File: src/rtl/alu_pkg.sv
// Shared definitions for the ALU shift datapath (barrel shifter and the
// iterative shift normalizer).
//   - NORM_UNSIGNED / NORM_SIGNED : normalizer MODE encodings
//   - norm_state_e                : normalizer FSM state encoding
//   - NORM_WIDTH / NORM_CNT_W     : default operand and shift-count widths
package alu_pkg;

    localparam int NORM_WIDTH = 32;
    localparam int NORM_CNT_W = 5;

    localparam logic NORM_UNSIGNED = 1'b0;
    localparam logic NORM_SIGNED   = 1'b1;

    typedef enum logic [1:0] {
        ST_IDLE  = 2'b00,
        ST_SHIFT = 2'b01,
        ST_DONE  = 2'b10
    } norm_state_e;

endpackage

File: src/rtl/shift_normalizer_norm_detect.sv
// norm_detect: combinational normalization test for one operand value.
//   y       : candidate value
//   mode    : NORM_UNSIGNED or NORM_SIGNED
//   is_norm : unsigned -> MSB set; signed -> top two bits differ
//   is_zero : value can never be normalized (unsigned: 0; signed: 0 or all ones)
module norm_detect
    import alu_pkg::*;
#(
    parameter int WIDTH = NORM_WIDTH
) (
    input  logic [WIDTH-1:0] y,
    input  logic             mode,
    output logic             is_norm,
    output logic             is_zero
);

    always_comb begin
        is_norm = 1'b0;
        is_zero = 1'b0;
        if (mode == NORM_SIGNED) begin
            // 0 and -1 consist purely of sign bits; no shift ever separates
            // the top two bits.
            is_zero = (y == '0) || (y == '1);
            is_norm = y[WIDTH-1] ^ y[WIDTH-2];
        end else begin
            is_zero = (y == '0);
            is_norm = y[WIDTH-1];
        end
    end

endmodule

File: src/rtl/shift_normalizer.sv
// shift_normalizer: iterative normalizer, one left shift per cycle, under a
// START/DONE handshake. Right-shifting Y by CNT (logical for MODE=0,
// arithmetic for MODE=1) restores the original operand A.
// CNT_W must equal $clog2(WIDTH).
// Ports:
//   CLK, RESET_N : clock, asynchronous active-low reset
//   START, MODE  : request and normalization mode (accepted when READY=1)
//   A            : operand, sampled on the accepting edge
//   READY        : high in IDLE and DONE
//   DONE         : one-cycle pulse, result valid
//   Y, CNT, ZERO : normalized value, shift count, unnormalizable flag;
//                  held until the next accepted START
module shift_normalizer
    import alu_pkg::*;
#(
    parameter int WIDTH = NORM_WIDTH,
    parameter int CNT_W = NORM_CNT_W
) (
    input  logic             CLK,
    input  logic             RESET_N,
    input  logic             START,
    input  logic             MODE,
    input  logic [WIDTH-1:0] A,
    output logic             READY,
    output logic             DONE,
    output logic [WIDTH-1:0] Y,
    output logic [CNT_W-1:0] CNT,
    output logic             ZERO
);

    norm_state_e      state_q, state_d;
    logic [WIDTH-1:0] y_q, y_d;
    logic [CNT_W-1:0] cnt_q, cnt_d;
    logic             zero_q, zero_d;
    logic             mode_q, mode_d;
    logic             done_q, done_d;
    logic             ready_q, ready_d;

    logic is_norm;
    logic is_zero;

    norm_detect #(.WIDTH(WIDTH)) u_detect (
        .y       (y_q),
        .mode    (mode_q),
        .is_norm (is_norm),
        .is_zero (is_zero)
    );

    always_comb begin
        state_d = state_q;
        y_d     = y_q;
        cnt_d   = cnt_q;
        zero_d  = zero_q;
        mode_d  = mode_q;

        case (state_q)
            ST_IDLE, ST_DONE: begin
                if (START) begin
                    y_d     = A;
                    cnt_d   = '0;
                    zero_d  = 1'b0;
                    mode_d  = MODE;
                    state_d = ST_SHIFT;
                end else begin
                    state_d = ST_IDLE;
                end
            end
            ST_SHIFT: begin
                // The unnormalizable check wins so Y keeps A and CNT stays 0.
                if (is_zero) begin
                    zero_d  = 1'b1;
                    state_d = ST_DONE;
                end else if (is_norm) begin
                    state_d = ST_DONE;
                end else begin
                    y_d   = y_q << 1;
                    cnt_d = cnt_q + CNT_W'(1);
                end
            end
            default: state_d = ST_IDLE;
        endcase

        // Handshake outputs are registered, derived from the next state.
        done_d  = (state_d == ST_DONE);
        ready_d = (state_d != ST_SHIFT);
    end

    always_ff @(posedge CLK or negedge RESET_N) begin
        if (!RESET_N) begin
            state_q <= ST_IDLE;
            y_q     <= '0;
            cnt_q   <= '0;
            zero_q  <= 1'b0;
            mode_q  <= NORM_UNSIGNED;
            done_q  <= 1'b0;
            ready_q <= 1'b1;
        end else begin
            state_q <= state_d;
            y_q     <= y_d;
            cnt_q   <= cnt_d;
            zero_q  <= zero_d;
            mode_q  <= mode_d;
            done_q  <= done_d;
            ready_q <= ready_d;
        end
    end

    assign READY = ready_q;
    assign DONE  = done_q;
    assign Y     = y_q;
    assign CNT   = cnt_q;
    assign ZERO  = zero_q;

endmodule

File: config.mk
export PLATFORM = sky130hd
export DESIGN_NAME = shift_normalizer
export DESIGN_NICKNAME = d
export VERILOG_FILES = /design/src/rtl/alu_pkg.sv /design/src/rtl/shift_normalizer_norm_detect.sv /design/src/rtl/shift_normalizer.sv
export SDC_FILE = /design/constraint.sdc
export NUM_CORES = 1
export LEC_CHECK = 0
export CAP_MARGIN = 5
export CORE_MARGIN = 3
export CORE_UTILIZATION = 45
export DETAILED_ROUTE_END_ITERATION = 10
export PLACE_DENSITY = 0.91
export SLEW_MARGIN = 15
export SYNTH_ARGS = -nofsm -noshare
export SYNTH_HDL_FRONTEND = slang
export SYNTH_HIERARCHICAL = 1
export SYNTH_SLANG_ARGS = --single-unit
File: constraint.sdc
create_clock -name CLK -period 2.6 [get_ports CLK]
set_input_delay 0.26 -clock CLK [delete_from_list [all_inputs] [get_ports CLK]]
set_output_delay 0.26 -clock CLK [all_outputs]
set_load 0.01 [all_outputs]
==> key figures, run 1 <==
Pwr
  • Leakage: 1.31 nW
  • Share of power burned in registers: 37.0%
  • Power share of the clock group: 10.8%
  • Worst vdd ir: 0.000633 V
  • Power Density: 1240 mW/mm2
  • Switching Share: about 42%
  • Net Sw Power: 0.00158 W
  • Gate power share: 52.2%
  • Cell-internal power: approximately 0.0021 W
  • Final Power: 0.00373 W

Timing
  • Pins Over Slew Limit: 0
  • Setup TNS: 0 ns
  • Final min period: approximately 2.3 ns
  • Relative slew slack: 30.0%
  • Fmax achieved: 429 MHz
  • Setup Skew: 0.00323 ns
  • Worst-Margin Slew: ~1.0 ns
  • RSZ-0062 raised after global routing: no
  • Final setup fails: 0
  • Final period util: 89.8%
  • Hold Vio Cnt, Final: 0

Yosys
  • Synth unique cells: 25
  • Cell taking the most area after synthesis: dfrtp_1
  • Cells after Synth: 211
  • Number of synthesized flops with an enable pin: 0
  • Flops & latches, synth: between 40 and 50
  • Top post-synthesis cells by area: dfrtp_1 (50%), mux2i_1 (16%), o21ai_0 (8.3%)
  • Yosys warns: 6
  • Post-synth ARST share: 100%
  • Synth Cell Area: 0.00212 mm2
  • Register area share after synthesis: 50.8%
  • Top post-synthesis cells by count: dfrtp_1 (42), o21ai_0 (35), nand3_1 (34)
  • Most common flop cell mapped by yosys: dfrtp_1
  • Synth top area share: between 40 and 50%
  • Post-synthesis average cell area: 10.1 um2
  • Synthesized Nets: 250
  • Count leader, synth: dfrtp_1

Placement
  • HPWL Detailed: about 4300 um
  • Dpl cells: 328
  • Routability cong.: 0.883
  • Port-buffer cells: 75

Worst setup path
  • CP required: 2.80 ns
  • Top delay family on crit path: simple AND/OR/NAND/NOR gates
  • Crit. End Element: flip-flop
  • Worst Path Arrival: 2.53 ns
  • CP max stage delay: roughly 0.45 ns
  • WP buf/inv: 1
  • Critical path, cell by cell: ha_1 > nand4_1 > or4_1 > o22ai_1 > or4b_1 > buf_4 > nand3_1 > o21ai_0
  • Setup Crit Path Kind: reg2reg
  • Startpoint types: flip-flop
  • Worst Path Max Fanout: 27
  • Slowest cell on crit path: dfrtp_1

Cells and area
  • Non-Filler Instances: 336
  • Ant diodes: 0
  • Footprint of the multi-input gates: 970 um2
  • Layout net count: 322
  • P&R area growth vs syn: 41.1%
  • Register Area: 0.00108 mm2
  • Layout cells sized above 1: between 4 and 5%
  • Fillers: 362

Clock network
  • Resized cells post-CTS: 0
  • Clock Pin Slew Worst Setup and Hold Paths: ~0.080 ns
  • CTS tree: done
  • Clock Sinks: 43
  • Htree depth: 2
  • Clk Latency, worst-skew pair: 0.29 ns
  • Post-CTS setup buffers: 0
  • Hold-fix buffers, CTS: 0
  • CTS Buf Count: 5
  • Clock Path Buffers: 2
  • CTS Root Cell: clkbuf_8

Drt
  • Via count: 2009
  • Post-detailed-route via-to-cell ratio: 5.98
  • First DRT Iteration DRCs: between 100 and 150
  • Wire length per cell: 17.8 um
  • Routed Antenna Nets: 0
  • DRC errors left: 0
  • Routed wire length: 5960 um
  • DRT Pass-1 Iters: 5

Global routing
  • Total global-route track usage: ~22%
  • Initial antenna violation count: 0
  • GRT Residual Overflow: 0
  • Largest net degree at the start of global routing: 44
  • Wire length of the first global-routing pass: 9410 um
  • Vias in the first global route: 1884

Die
  • Chip height: 74.7 um
  • Initial Utilization: between 40% and 50%
  • Total Die Area: 0.00558 mm2
  • Die X: about 75 um
  • # IOs: 76
  • Core area: 0.00444 mm2
  • Site row count: 24

Status
  • Outcome: complete, no violations

Min path
  • Worst min path class: in2async

Job
  • Maxcap violations: 0
## state kept, by name, indices dropped and copies added, names as in the netlist
| register | count |
|---|---|
| Y | 32 |
| CNT | 5 |
| state_q | 2 |
| DONE | 1 |
| READY | 1 |
| ZERO | 1 |
| mode_q | 1 |
## layer usage
| metal | part of all wire (%) | global-route usage, % |
|---|---|---|
| met5 | 0 | 0 |
| met4 | 0.70 | 4.35 |
| met3 | 8.3 | 4.94 |
| met2 | 49 | 36.1 |
| met1 | 42 | 30.9 |
## cells by family after synthesis
| logic type | count (synthesis) | synth area share [%] |
|---|---|---|
| buf+inv | 20 | 3.77 |
| simple gates | 73 | 18.6 |
| mux | 33 | 15.6 |
| flops | 43 | 50.8 |
| compound gates | 39 | 9.55 |
| fa+ha+maj | 3 | 1.77 |
## worst register-to-register path: stages, from the launching register on
cell	delay (ns)
dfrtp_1	0.45
ha_1	0.22
nand4_1	0.09
or4_1	0.43
o22ai_1	0.32
or4b_1	0.21
buf_4	0.29
nand3_1	0.14
o21ai_0	0.11
## per-stage QoR
stage          instance area [um2]  setup WS [ns]  hold slack, ns  utilization [%]
3_5_place_dp                  2910          0.375           0.444             65.6
3_3_place_gp                  2910          0.526           0.432             65.6
6_report                      2990          0.266           0.110             67.4
4_1_cts                       2990          0.284           0.131             67.4
5_1_grt                       2990         0.0784           0.183             67.4
2_1_floorplan                 2120          0.425         -0.0356                -
## area by class of cell
type,count,share of cell area [%]
clock buffer,8,2.67
tap,52,2.17
timing repair buffer,80,26.2
multi-input combinational,148,32.4
inverter,5,0.627
sequential,43,36.0
## power by group through the flow
stage | combinational [W] | sequential (W) | clock [W]
4_1_cts | 0.00196 | 0.00137 | 0.000409
6_report | 0.00195 | 0.00138 | 0.000401
5_1_grt | 0.00214 | 0.00142 | 0.000438
2_1_floorplan | 0.000969 | 0.00140 | 0
3_5_place_dp | 0.00195 | 0.00138 | 0
3_3_place_gp | 0.00187 | 0.00135 | 0
## worst paths after layout
kind / cells after the start / slack, ns / to / start
worst max-delay path: 8 / 0.27 / Y[30]$_DFFE_PN0P_ / Y[30]$_DFFE_PN0P_
worst min register to register: 2 / 0.50 / ZERO$_DFFE_PN0P_ / ZERO$_DFFE_PN0P_
min in group CLK: 2 / 0.50 / ZERO$_DFFE_PN0P_ / ZERO$_DFFE_PN0P_
max in group asynchronous: 1 / 1.91 / ZERO$_DFFE_PN0P_ / RESET_N
worst max register to register: 8 / 0.27 / Y[30]$_DFFE_PN0P_ / Y[30]$_DFFE_PN0P_
worst min-delay path: 1 / 0.11 / CNT[3]$_DFFE_PN0P_ / RESET_N
## cells in the final DEF (no fill, tap or decap), drive strengths merged, types with 2 or more instances in the layout
cell	count
o21ai	35
nand2	8
nor4	6
nand3	34
ha	3
dfrtp	42
mux2i	33
or4	2
nor4b	2
nor2	4
clkbuf	8
nand2b	2
inv	5
nand4	11
buf	6
clkdlybuf4s50	74
No activity file was read; power rests on OpenSTA's default activity.
==> run 2: changes to the inputs <==
--- a/config.mk
+++ b/config.mk
@@ -7,9 +7,9 @@
 export LEC_CHECK = 0
 export CAP_MARGIN = 5
 export CORE_MARGIN = 3
-export CORE_UTILIZATION = 45
+export CORE_UTILIZATION = 40
 export DETAILED_ROUTE_END_ITERATION = 10
-export PLACE_DENSITY = 0.91
+export PLACE_DENSITY = 0.84
 export SLEW_MARGIN = 15
 export SYNTH_ARGS = -nofsm -noshare
 export SYNTH_HDL_FRONTEND = slang
==> key figures, run 2 (synthesis results as in run 1) <==
Status
  • Outcome: complete, no violations

Drt
  • Via count: 1953 (-2.8%)
  • Wire length per cell: 16.6 um (-6.2%)
  • Routed Antenna Nets: 0 (unchanged)
  • Post-detailed-route via-to-cell ratio: 5.56 (-6.9%)
  • DRT Pass-1 Iters: 4 (-1)
  • DRC errors left: 0 (unchanged)
  • Routed wire length: 5840 um (-2.1%)
  • First DRT Iteration DRCs: 103 (-27%)

Clock network
  • Clock Pin Slew Worst Setup and Hold Paths: 0.08 ns (about the same)
  • Clock Sinks: 43 (unchanged)
  • Post-CTS setup buffers: 0 (unchanged)
  • CTS tree: done
  • Clock Path Buffers: 2 (unchanged)
  • CTS Root Cell: clkbuf_8
  • Resized cells post-CTS: 0 (unchanged)
  • Htree depth: 2 (unchanged)
  • Hold-fix buffers, CTS: 0 (unchanged)
  • Clk Latency, worst-skew pair: 0.29 ns (about the same)
  • CTS Buf Count: 5 (unchanged)

Worst setup path
  • R2r endpoint: Y[18]$_DFFE_PN0P_
  • Worst Path Arrival: 2.43 ns (-0.10 ns)
  • Setup Crit Path Kind: reg2reg
  • Worst Path Max Fanout: 21 (-22%)
  • CP required: 2.80 ns (about the same)
  • Startpoint types: flip-flop
  • Crit Reg-Reg Startpoint: Y[30]$_DFFE_PN0P_
  • Worst Reg-to-Reg Cells: 9 (+1)
  • Crit. End Element: flip-flop
  • Flop2flop setup slack: 0.37 ns (+0.11 ns)

Die
  • Initial Utilization: 43.2% (-4.5 points)
  • Die X: 78.8 um (+5.6%)
  • Chip height: 78.8 um (+5.6%)
  • Site row count: 25 (+4.2%)
  • Total Die Area: 0.00621 mm2 (+11%)
  • Core area: 0.00491 mm2 (+11%)
  • # IOs: 76 (unchanged)

Cells and area
  • Layout net count: 322 (unchanged)
  • Fin area: 0.00302 mm2 (+0.79%)
  • Register Area: 0.00108 mm2 (unchanged)
  • Fillers: 435 (+20%)
  • Max reg flops: 32 (unchanged)
  • Non-Filler Instances: 351 (+4.5%)
  • Layout cells sized above 1: 5.63% (+0.70 points)
  • Commonest non-fill, non-tap cells in the layout: clkdlybuf4s50_1 (74), dfrtp_1 (42), o21ai_0 (35), nand3_1 (34), mux2i_1 (33)
  • Ant diodes: 0 (unchanged)
  • Commonest non-fill, non-tap cell in the layout: clkdlybuf4s50_1
  • Footprint of the multi-input gates: 970 um2 (unchanged)
  • P&R area growth vs syn: 42.2%

Min path
  • Worst min path class: in2async

Timing
  • Setup TNS: 0 ns (unchanged)
  • Worst-Margin Slew: 1.07 ns (+0.0161 ns)
  • Final setup fails: 0 (unchanged)
  • RSZ-0062 raised after global routing: no
  • Hold Vio Cnt, Final: 0 (unchanged)
  • Fmax achieved: 449 MHz (+4.7%)
  • Final min period: 2.23 ns (-0.105 ns)
  • Final period util: 85.7% (-4.0 points)
  • Relative slew slack: 29.0% (-1.1 points)
  • Pins Over Slew Limit: 0 (unchanged)
  • Setup Skew: 0.00569 ns (+0.00247 ns)

Global routing
  • Initial antenna violation count: 0 (unchanged)
  • Largest net degree at the start of global routing: 44 (unchanged)
  • Wire length of the first global-routing pass: 9670 um (+2.7%)
  • Vias in the first global route: 1990 (+5.6%)
  • GRT Residual Overflow: 0 (unchanged)
  • Total global-route track usage: 19.6% (-2.6 points)

Pwr
  • Power Density: 1230 mW/mm2 (-0.98%)
  • Cell-internal power: 0.00215 W (-0.12%)
  • Power share of the clock group: 11.0% (+0.2 points)
  • Worst vdd ir: 0.000637 V (+0.65%)
  • Switching Share: 42.3% (-0.046 points)
  • Leakage: 1.32 nW (+0.13%)
  • Share of power burned in registers: 36.7% (-0.3 points)
  • Final Power: 0.00372 W (-0.20%)
  • Net Sw Power: 0.00157 W (-0.30%)
  • Gate power share: 52.3% (about the same)

Placement
  • Routability cong.: 0.860 (-2.6%)
  • Port-buffer cells: 75 (unchanged)
  • HPWL Detailed: 4230 um (-1.3%)
  • Dpl cells: 343 (+4.6%)
  • Placed Area: 0.00293 mm2 (+0.64%)

Job
  • Maxcap violations: 0 (unchanged)
[run 2: changes by cell type in the layout (fill, tap and decap cells not counted), sizes merged]
cell and delta:
clkbuf -2, clkinvlp +1, clkinv +1
[run 2: power groups by stage]
stage	sequential (W)	combinational (W)	clock, W
floorplan	0.00140	0.000969	0
global placement	0.00136	0.00188	0
global route	0.00142	0.00214	0.000455
finish	0.00137	0.00194	0.000410
detailed placement	0.00137	0.00195	0
CTS	0.00136	0.00196	0.000418
[run 2: final cells by class]
type,count,share of cell area (%)
inverters,5,0.622
repair buffers,80,26.0
well taps,67,2.78
flip-flops and latches,43,35.7
clock buffers,6,2.40
multi-input cells,148,32.1
clock inverters,2,0.415
[run 2: per-stage QoR]
stage / hold slack (ns) / util (%) / setup slack [ns]
after floorplan: -0.0356 / - / 0.425
after global placement: 0.435 / 59.7 / 0.518
after detailed placement: 0.448 / 59.7 / 0.378
after CTS: 0.131 / 61.5 / 0.339
after global routing: 0.170 / 61.5 / 0.102
final: 0.107 / 61.5 / 0.372
[run 2: worst max path at each step]
stage / startpoint / end / slack [ns] / cells past startpoint
finish: Y[30]$_DFFE_PN0P_ / Y[18]$_DFFE_PN0P_ / 0.37 / 9
global route: Y[31]$_DFFE_PN0P_ / Y[18]$_DFFE_PN0P_ / 0.10 / 9
CTS: Y[30]$_DFFE_PN0P_ / Y[18]$_DFFE_PN0P_ / 0.34 / 9
detailed placement: Y[30]$_DFFE_PN0P_ / CNT[1]$_DFFE_PN0P_ / 0.38 / 9
global placement: Y[30]$_DFFE_PN0P_ / CNT[4]$_DFFE_PN0P_ / 0.52 / 8
floorplan: Y[30]$_DFFE_PN0P_ / CNT[4]$_DFFE_PN0P_ / 0.42 / 9
[run 2: metal layers]
metal,track usage [%],wire length (um)
met5,0,0
met1,26.6,2630
met2,31.6,2780
met3,4.65,368
met4,5.15,61
[run 2: critical path, stage by stage (launching register included)]
cell	delay, ns
dfrtp_1	0.41
inv_1	0.07
ha_1	0.18
nor4b_1	0.14
nand4_1	0.09
o22ai_1	0.16
nor4b_1	0.58
nor2_2	0.08
buf_4	0.22
o21ai_0	0.20
